## config.mk

```make
export PLATFORM = sky130hd
export DESIGN_NAME = data_mem_ctrl
export DESIGN_NICKNAME = d
export VERILOG_FILES = /design/src/rtl/data_mem_ctrl_pkg.sv /design/src/rtl/data_mem_ctrl_lane_align.sv /design/src/rtl/data_mem_ctrl.sv
export SDC_FILE = /design/constraint.sdc
export NUM_CORES = 1
export LEC_CHECK = 0
export ABC_CLOCK_PERIOD_IN_PS = 2400
export CAP_MARGIN = 20
export CORE_MARGIN = 4
export CORE_UTILIZATION = 40
export CTS_CLUSTER_DIAMETER = 80
export DETAILED_ROUTE_END_ITERATION = 7
export PLACE_DENSITY = 0.73
export SLEW_MARGIN = 20
export SYNTH_ARGS = -nofsm -noshare
export SYNTH_HDL_FRONTEND = slang
export SYNTH_SLANG_ARGS = --single-unit
```

## constraint.sdc

```tcl
create_clock -name clk -period 2.4 [get_ports clk]
set_input_delay 0.72 -clock clk [delete_from_list [all_inputs] [get_ports clk]]
set_output_delay 0.72 -clock clk [all_outputs]
set_load 0.05 [all_outputs]
```

## src/rtl/data_mem_ctrl_pkg.sv

```systemverilog
// Shared types and constants for the data-memory controller.
package data_mem_ctrl_pkg;

  // Access size as presented by the core; encoding 2'b11 is handled as a word.
  typedef enum logic [1:0] {
    MEM_BYTE = 2'b00,
    MEM_HALF = 2'b01,
    MEM_WORD = 2'b10
  } memSize_t;

  // Controller state.
  typedef enum logic [1:0] {
    IDLE = 2'b00,
    REQ  = 2'b01,
    RESP = 2'b10
  } dmcState_t;

  // Load data returned when the memory never acknowledges.
  localparam logic [31:0] BUS_ERR_DATA = 32'hDEADBEEF;

  // Keep-mask for right-justified load data of the given size.
  function automatic logic [31:0] size_mask(input logic [1:0] size);
    logic [31:0] m;
    case (size)
      MEM_BYTE: m = 32'h0000_00FF;
      MEM_HALF: m = 32'h0000_FFFF;
      default:  m = 32'hFFFF_FFFF;
    endcase
    return m;
  endfunction

endpackage

```

## src/rtl/data_mem_ctrl_lane_align.sv

```systemverilog
// Byte-lane steering: store replication and byte enables, load shift/mask,
// and misalignment detection. Purely combinational.
module mem_lane_align
  import data_mem_ctrl_pkg::*;
(
  input  logic [1:0]  req_off_i,    // byte offset of the incoming request
  input  logic [1:0]  req_size_i,   // size of the incoming request
  input  logic [31:0] st_data_i,    // right-justified store data
  output logic [31:0] st_wdata_o,   // lane-replicated store data
  output logic [3:0]  st_be_o,      // store byte enables
  output logic        misaligned_o, // request violates natural alignment
  input  logic [1:0]  ld_off_i,     // byte offset of the captured access
  input  logic [1:0]  ld_size_i,    // size of the captured access
  input  logic [31:0] ld_raw_i,     // raw memory word
  output logic [31:0] ld_data_o     // right-justified, zero-extended load data
);

  logic [31:0] ld_shifted;

  // Store-side steering and alignment check for the request being issued.
  always_comb begin
    st_wdata_o   = st_data_i;
    st_be_o      = 4'b1111;
    misaligned_o = 1'b0;
    case (req_size_i)
      MEM_BYTE: begin
        st_wdata_o = {4{st_data_i[7:0]}};
        st_be_o    = 4'b0001 << req_off_i;
      end
      MEM_HALF: begin
        st_wdata_o   = {2{st_data_i[15:0]}};
        st_be_o      = 4'b0011 << req_off_i;
        misaligned_o = req_off_i[0];
      end
      default: begin
        misaligned_o = |req_off_i;
      end
    endcase
  end

  // Load-side right-justification of the returned word.
  always_comb begin
    ld_shifted = ld_raw_i >> {ld_off_i, 3'b000};
    ld_data_o  = ld_shifted & size_mask(ld_size_i);
  end

endmodule

```

## src/rtl/data_mem_ctrl.sv

```systemverilog
// Core data-port to word-wide memory bridge with byte enables, variable ack
// latency, misalignment detection and an ack timeout.
module data_mem_ctrl
  import data_mem_ctrl_pkg::*;
#(
  parameter int unsigned ADDR_W  = 12,
  parameter int unsigned TIMEOUT = 255
) (
  input  logic              clk,
  input  logic              rst_n,
  input  logic [31:0]       i_data_addr,
  input  logic [31:0]       i_data_wr,
  input  logic [1:0]        i_data_size,
  input  logic              i_data_rd_en,
  input  logic              i_data_wr_en,
  output logic              o_data_ready,
  output logic [31:0]       o_data_rd,
  output logic              o_misaligned,
  output logic              o_bus_err,
  output logic              o_mem_req,
  output logic              o_mem_we,
  output logic [3:0]        o_mem_be,
  output logic [ADDR_W-1:0] o_mem_addr,
  output logic [31:0]       o_mem_wdata,
  input  logic              i_mem_ack,
  input  logic [31:0]       i_mem_rdata
);

  localparam int unsigned   TW   = (TIMEOUT < 2) ? 1 : $clog2(TIMEOUT + 1);
  localparam logic [TW-1:0] TMAX = TW'(TIMEOUT);

  dmcState_t         state_q, state_d;
  logic [ADDR_W-1:0] addr_q, addr_d;
  logic [1:0]        off_q, off_d;
  logic [1:0]        size_q, size_d;
  logic [3:0]        be_q, be_d;
  logic [31:0]       wdata_q, wdata_d;
  logic              we_q, we_d;
  logic [31:0]       rd_q, rd_d;
  logic [TW-1:0]     timer_q, timer_d;
  logic              mis_q, mis_d;
  logic              berr_q, berr_d;

  logic              req_any;
  logic              timed_out;
  logic [31:0]       lane_wdata;
  logic [3:0]        lane_be;
  logic              lane_mis;
  logic [31:0]       lane_ld;

  // Address bits above the memory window simply wrap.
  logic              unused_addr_hi;
  assign unused_addr_hi = ^i_data_addr[31:ADDR_W+2];

  assign req_any   = i_data_rd_en | i_data_wr_en;
  assign timed_out = (timer_q == TMAX);

  mem_lane_align u_lane (
    .req_off_i    (i_data_addr[1:0]),
    .req_size_i   (i_data_size),
    .st_data_i    (i_data_wr),
    .st_wdata_o   (lane_wdata),
    .st_be_o      (lane_be),
    .misaligned_o (lane_mis),
    .ld_off_i     (off_q),
    .ld_size_i    (size_q),
    .ld_raw_i     (i_mem_rdata),
    .ld_data_o    (lane_ld)
  );

  // State register; async reset abandons any in-flight transaction.
  always_ff @(posedge clk or negedge rst_n) begin
    if (!rst_n) state_q <= IDLE;
    else        state_q <= state_d;
  end

  // Next-state logic.
  always_comb begin
    state_d = state_q;
    case (state_q)
      IDLE: if (req_any) state_d = lane_mis ? RESP : REQ;
      REQ:  if (i_mem_ack || timed_out) state_d = RESP;
      RESP: state_d = IDLE;
      default: state_d = IDLE;
    endcase
  end

  // Handshake outputs derived from the current state.
  always_comb begin
    o_mem_req    = 1'b0;
    o_data_ready = 1'b0;
    case (state_q)
      IDLE: o_data_ready = ~req_any;
      REQ:  o_mem_req    = 1'b1;
      RESP: o_data_ready = 1'b1;
      default: o_data_ready = 1'b0;
    endcase
  end

  // Datapath next values: request capture, ack timer, response data and flags.
  // Flags are set only on the transition into RESP, which lasts one cycle, so
  // they read as single-cycle pulses aligned with RESP.
  always_comb begin
    addr_d  = addr_q;
    off_d   = off_q;
    size_d  = size_q;
    be_d    = be_q;
    wdata_d = wdata_q;
    we_d    = we_q;
    rd_d    = rd_q;
    timer_d = timer_q;
    mis_d   = 1'b0;
    berr_d  = 1'b0;
    case (state_q)
      IDLE: begin
        timer_d = '0;
        if (req_any) begin
          if (lane_mis) begin
            rd_d  = '0;
            mis_d = 1'b1;
          end else begin
            addr_d  = i_data_addr[ADDR_W+1:2];
            off_d   = i_data_addr[1:0];
            size_d  = i_data_size;
            we_d    = i_data_wr_en;
            be_d    = i_data_wr_en ? lane_be : 4'b1111;
            wdata_d = lane_wdata;
          end
        end
      end
      REQ: begin
        if (i_mem_ack) begin
          rd_d = lane_ld;
        end else if (timed_out) begin
          rd_d   = BUS_ERR_DATA;
          berr_d = 1'b1;
        end else begin
          timer_d = timer_q + 1'b1;
        end
      end
      default: ;
    endcase
  end

  // Datapath registers.
  always_ff @(posedge clk or negedge rst_n) begin
    if (!rst_n) begin
      addr_q  <= '0;
      off_q   <= '0;
      size_q  <= '0;
      be_q    <= '0;
      wdata_q <= '0;
      we_q    <= 1'b0;
      rd_q    <= '0;
      timer_q <= '0;
      mis_q   <= 1'b0;
      berr_q  <= 1'b0;
    end else begin
      addr_q  <= addr_d;
      off_q   <= off_d;
      size_q  <= size_d;
      be_q    <= be_d;
      wdata_q <= wdata_d;
      we_q    <= we_d;
      rd_q    <= rd_d;
      timer_q <= timer_d;
      mis_q   <= mis_d;
      berr_q  <= berr_d;
    end
  end

  assign o_mem_we     = we_q;
  assign o_mem_be     = be_q;
  assign o_mem_addr   = addr_q;
  assign o_mem_wdata  = wdata_q;
  assign o_data_rd    = rd_q;
  assign o_misaligned = mis_q;
  assign o_bus_err    = berr_q;

endmodule
```

==> results of run 1 <==
-- per-stage QoR --
stage | hold slack [ns] | cells
2_1_floorplan | 0.4244 | 425
3_3_place_gp | 0.4721 | 744
3_5_place_dp | 0.4813 | 744
4_1_cts | 0.3508 | 759
5_1_grt | 0.3604 | 759
6_report | 0.3368 | 759
-- sequential cells by signal, indices dropped and copies added (netlist names), 2 cells and up --
signal / cells
o_mem_be: 4
timer_q: 8
o_mem_wdata: 32
o_mem_addr: 12
off_q: 2
size_q: 2
state_q: 2
o_data_rd: 32
-- cell families (layout without fill, tap and decap cells) --
group	after synthesis	after routing	synth area share (%)
AO/OA/AOI/OAI	108	108	15.08
adder cells (fa/ha/maj)	1	1	0.2586
buffers and inverters	36	227	3.777
flip-flops	97	97	50.18
multiplexers	94	94	20.80
AND/OR/NAND/NOR	89	89	9.907
-- synth_stat cells, drive strengths merged, types with 2 or more instances --
cell type / n
a2111oi: 2
a211o: 2
a211oi: 7
a21o: 7
a21oi: 35
a221o: 5
a22o: 4
a2bb2oi: 4
a31oi: 3
and2: 2
and3: 2
buf: 22
clkbuf: 6
dfrtp: 97
inv: 8
mux2: 52
mux2i: 42
nand2: 20
nand2b: 3
nand3: 5
nand3b: 3
nor2: 33
nor2b: 10
nor3: 2
o21ai: 21
o21bai: 2
o22ai: 2
o2bb2ai: 4
o31ai: 3
or2: 2
-- where the power goes --
group	total, mW	switching [mW]	internal [mW]	leakage [nW]
Clock	1.44	0.606	0.835	0.146
Combinational	6.02	3.74	2.28	1.79
Sequential	2.73	0.412	2.32	1.21
Total	10.2	4.76	5.43	3.14
-- metal layers --
| metal | GRT usage [%] | wire [um] | vias up |
|---|---|---|---|
| met2 | 33.92 | 6719 | 165 |
| li1 | - | - | 1922 |
| met5 | 0 | 0 | - |
| met1 | 23.50 | 5552 | 1949 |
| met4 | 5.421 | 227 | 0 |
| met3 | 8.025 | 1212 | 18 |
-- repair_timing --
item	4_1_cts	5_1_grt
gates resized for setup	1	4
pin swaps	0	2
setup endpoints to repair	1	1
-- layout make-up --
type                       instances  area [sq um]
sequential                        97          2427
clock inverter                     4         52.55
fill                             946          4433
clock buffer                      11         242.7
tap                              143         178.9
inverter                           8         30.03
multi-input combinational        292          2235
timing repair buffer             204          2014
-- path summary, 6_finish.rpt --
| path | startpoint | end | depth (start not counted) |
|---|---|---|---|
| worst max-delay path | o_mem_wdata[14] | o_mem_wdata[14] | 1 |
| worst min-delay path | rst_n | o_mem_addr[8] | 1 |
| worst max register to register | timer_q[0] | o_data_rd[24] | 7 |
| worst min register to register | o_mem_addr[3] | o_mem_addr[3] | 1 |
| max in group asynchronous | rst_n | o_mem_we | 2 |
| min in group clk | o_mem_addr[3] | o_mem_addr[3] | 1 |
==> impl_metrics.tcl, run 1 <==
set metrics [dict create \
    grt_pass1_vias 4391 \
    hpwl_mm 10.58 \
    worst_slack_ns 0.1187 \
    synth_cells 425 \
    clock-sinks 97 \
    ioPinCount 188 \
    final_nets 716 \
    wl_per_cell_um 18.06 \
    post-route-min-period_ns 2.281 \
    via_count 4054 \
    final_common_cell "clkdlybuf4s50_1" \
    design_area_sq_um 7181 \
    core_sq_um 11610 \
    yosys-top-cells-area "dfrtp_1 (50%), mux2_2 (12%), mux2i_1 (8.7%), a21oi_1 (3.6%), nor2_1 (2.4%)" \
    tns_ns 0 \
    synth_edf_count 0 \
    cp_slowest_cell "clkdlybuf4s50_1" \
    syn_nets 529 \
    r2r_slack_ns 0.41 \
    crit_path_cell_trace "clkdlybuf4s50_1" \
    power.density_nw_per_um2 1419 \
    cp-end-kind "output port" \
    ys.flop_type "dfrtp_1" \
    die_area_sq_um 13920 \
    dpl_worst_slack_ns -0.1475 \
    slew_headroom_pct 61.54 \
    tightestPinTransition_ns 0.5763 \
    area_growth_syn_to_layout_pct 48.45 \
    overflow 0 \
    crit_family "buffers and inverters" \
    outcome "finished clean" \
    drive_above_1_share_pct 18.67 \
    final_max_slew_viol_count 0 \
    drc 0 \
    clock_latency_ns 0.34 \
    async_flop_share_pct 100.0 \
    crit_fanout 2 \
    cts_tree "built" \
    grt.total_usage_pct 19.99 \
    die_y_um 118.0 \
    p_leak_nw 3.139 \
    syn_avg_cell_area_sq_um 11.38 \
    ir_drop_v 0.0009046 \
    ant_nets 0 \
    ys_seq_elements 97 \
    routed_wl_mm 13.71 \
    worstSetupStartpointType "flip-flop" \
    holdBufCountCts 0 \
    final_cell_mix "clkdlybuf4s50_1 (164), dfrtp_1 (97), mux2_2 (50), mux2i_1 (42), a21oi_1 (35)" \
    utilization_pct 61.83 \
    cts_made_buffers 9 \
    cts_setup_buffers 0 \
    finClkSkew_ns 0.002555 \
    synth_area_leader_cell "dfrtp_1" \
    critPathRequiredTime_ns 1.68 \
    critPathKind "flip-flop to output port" \
    fmax_mhz 438.3 \
    synth.yosys.seq_area_share_pct 50.18 \
    grt_antenna_before_repair 0 \
    drt-pass1-iter-count 4 \
    start_util_pct 41.65 \
    crit_buf_inv 1 \
    drt-initial-drc-count 209 \
    syn_area_sq_um 4837 \
    grt_pass1_wl_mm 22.71 \
    slowest_delay_ns 0.85 \
    synth_top_area_share_pct 50.18 \
    rsz0062_at_grt "no" \
    p_total_mw 10.19 \
    min_period_over_period_pct 95.05 \
    synth_cell_types 56 \
    drv_cap 0 \
    vias_per_cell 5.341 \
    antenna-diode-count 0 \
    io_buffers 169 \
    chipWidth_um 118.0 \
    grt_max_degree 40 \
    hold_class "input port to asynchronous set/reset pin" \
    worstPathArrival_ns 1.56 \
    htreeDepth 3 \
    setup_viol 0 \
    clk_path_buf_depth 2 \
    row_count 39 \
    cts.reportedPaths.clkPinSlew_ns 0.07 \
    root_buffer "clkbuf_16" \
    post_dp_cell_area_sq_um 6873 \
    hold_viol 0 \
    yosys_warnings 0 \
    gp_congestion 0.8793 \
]
Power figures use the tool's default switching activity.
==> run 2, diff against run 1 <==
--- a/config.mk
+++ b/config.mk
@@ -5,6 +5,7 @@
 export SDC_FILE = /design/constraint.sdc
 export NUM_CORES = 1
 export LEC_CHECK = 0
+export ABC_AREA = 0
 export ABC_CLOCK_PERIOD_IN_PS = 2400
 export CAP_MARGIN = 20
 export CORE_MARGIN = 4
==> results of run 2 <==
Same layout as run 1: the final DEF is identical, and so are final timing and power.
==> run 3, diff against run 2 <==
--- a/config.mk
+++ b/config.mk
@@ -12,6 +12,7 @@
 export CORE_UTILIZATION = 40
 export CTS_CLUSTER_DIAMETER = 80
 export DETAILED_ROUTE_END_ITERATION = 7
+export GPL_TIMING_DRIVEN = 0
 export PLACE_DENSITY = 0.73
 export SLEW_MARGIN = 20
 export SYNTH_ARGS = -nofsm -noshare
==> impl_metrics.tcl, run 3 (same netlist as run 1, synthesis figures left out) <==
set metrics [dict create \
    die_area_sq_um 13920 \
    final_max_slew_viol_count 0 \
    row_count 39 \
    clock-sinks 97 \
    cts_made_buffers 9 \
    start_util_pct 41.65 \
    worstSetupStartpointType "input port" \
    drive_above_1_share_pct 17.78 \
    gp_congestion 0.8435 \
    final_cell_mix "clkdlybuf4s50_1 (164), dfrtp_1 (97), mux2_2 (50), mux2i_1 (42), a21oi_1 (35)" \
    setup_viol 0 \
    clock_latency_ns 0.35 \
    drt-pass1-iter-count 5 \
    final_common_cell "clkdlybuf4s50_1" \
    critPathKind "input port to flip-flop" \
    overflow 0 \
    ioPinCount 188 \
    final_nets 712 \
    cts_tree "built" \
    ir_drop_v 0.0008863 \
    hold_viol 0 \
    drv_cap 0 \
    dpl_worst_slack_ns -0.6758 \
    io_buffers 169 \
    drc 0 \
    post-route-min-period_ns 2.303 \
    clk_path_buf_depth 2 \
    critPathRequiredTime_ns 2.64 \
    grt_pass1_wl_mm 23.00 \
    routed_wl_mm 14.27 \
    fmax_mhz 434.3 \
    crit_fanout 10 \
    htreeDepth 3 \
    startpoint "i_data_addr[0]" \
    slew_headroom_pct 62.14 \
    outcome "finished clean" \
    hold_class "input port to asynchronous set/reset pin" \
    utilization_pct 61.08 \
    tns_ns 0 \
    hpwl_mm 10.96 \
    ant_nets 0 \
    r2r_start "timer_q[0]" \
    grt.total_usage_pct 20.75 \
    power.density_nw_per_um2 1433 \
    fin_cells 756 \
    via_count 4126 \
    chipWidth_um 118.0 \
    grt_antenna_before_repair 0 \
    finClkSkew_ns 0.005153 \
    antenna-diode-count 0 \
    reg2reg_depth 6 \
    worstPathArrival_ns 2.54 \
    root_buffer "clkbuf_16" \
    drt-initial-drc-count 264 \
    die_y_um 118.0 \
    tightestPinTransition_ns 0.5673 \
    grt_max_degree 50 \
    cts.reportedPaths.clkPinSlew_ns 0.07 \
    dp_cells 738 \
    area_growth_syn_to_layout_pct 46.64 \
    cp-end-kind "flip-flop" \
    p_total_mw 10.16 \
    wl_per_cell_um 18.88 \
    core_sq_um 11610 \
    min_period_over_period_pct 95.95 \
    rsz0062_at_grt "no" \
    grt_pass1_vias 4346 \
    worst_slack_ns 0.09719 \
    vias_per_cell 5.458 \
    p_leak_nw 3.087 \
]
-- run 3: changes by cell type in the layout (fill, tap and decap cells not counted), moves of 2 or more --
cell,delta
buf_1,+2
buf_12,-5
buf_2,+15
buf_4,-27
buf_6,+4
clkbuf_1,+4
clkinv_4,+2
-- run 3: per-stage QoR --
step	hold WS (ns)	area (sq um)
after floorplan	0.4244	4837
after global placement	0.4695	6708
after detailed placement	0.4823	6736
after CTS	0.3182	7061
after global routing	0.3409	7093
final	0.3102	7093
-- run 3: what timing repair did --
item	4_1_cts	5_1_grt
buffers inserted	0	2
hold buffers	0	0
pin swaps	0	3
endpoints found under the setup margin	2	69
gates resized for setup	12	10
-- run 3: area by class of cell --
type / count / area, sq um
plain buffers: 28 / 153.9
clock buffers: 11 / 252.7
clock inverters: 5 / 63.81
fillers: 933 / 4521
inverters: 8 / 30.03
multi-input cells: 292 / 2250
flip-flops and latches: 97 / 2427
well taps: 143 / 178.9
repair buffers: 172 / 1737
-- run 3: power breakdown --
group | internal [mW] | leakage (nW) | switching (mW)
Clock | 0.870 | 0.152 | 0.637
Sequential | 2.32 | 1.21 | 0.399
Combinational | 2.17 | 1.73 | 3.77
Total | 5.36 | 3.09 | 4.80
-- run 3: final timing paths --
check	to	slack (ns)
setup / recovery	o_mem_wdata[3]	0.1
hold / removal	o_mem_addr[7]	0.31
setup reg to reg	o_data_rd[5]	0.41
hold reg to reg	o_data_rd[17]	0.50
max in group asynchronous	o_mem_be[2]	1.49
min in group clk	o_data_rd[17]	0.50
-- run 3: worst max-delay path, stage by stage --
cell and delay (ns):
clkdlybuf4s50_1 0.56, and2_1 0.26, nor4b_4 0.35, buf_4 0.28, mux2_2 0.36
-- run 3: per-layer routing --
layer / routed length [um] / GRT usage (%) / vias to the layer above / share of wire, %
met2: 6822 / 33.45 / 160 / 48
met1: 5757 / 25.35 / 2008 / 40
met5: 0 / 0 / - / 0
li1: - / - / 1924 / -
met3: 1253 / 7.448 / 34 / 8.8
met4: 439 / 8.278 / 0 / 3.1
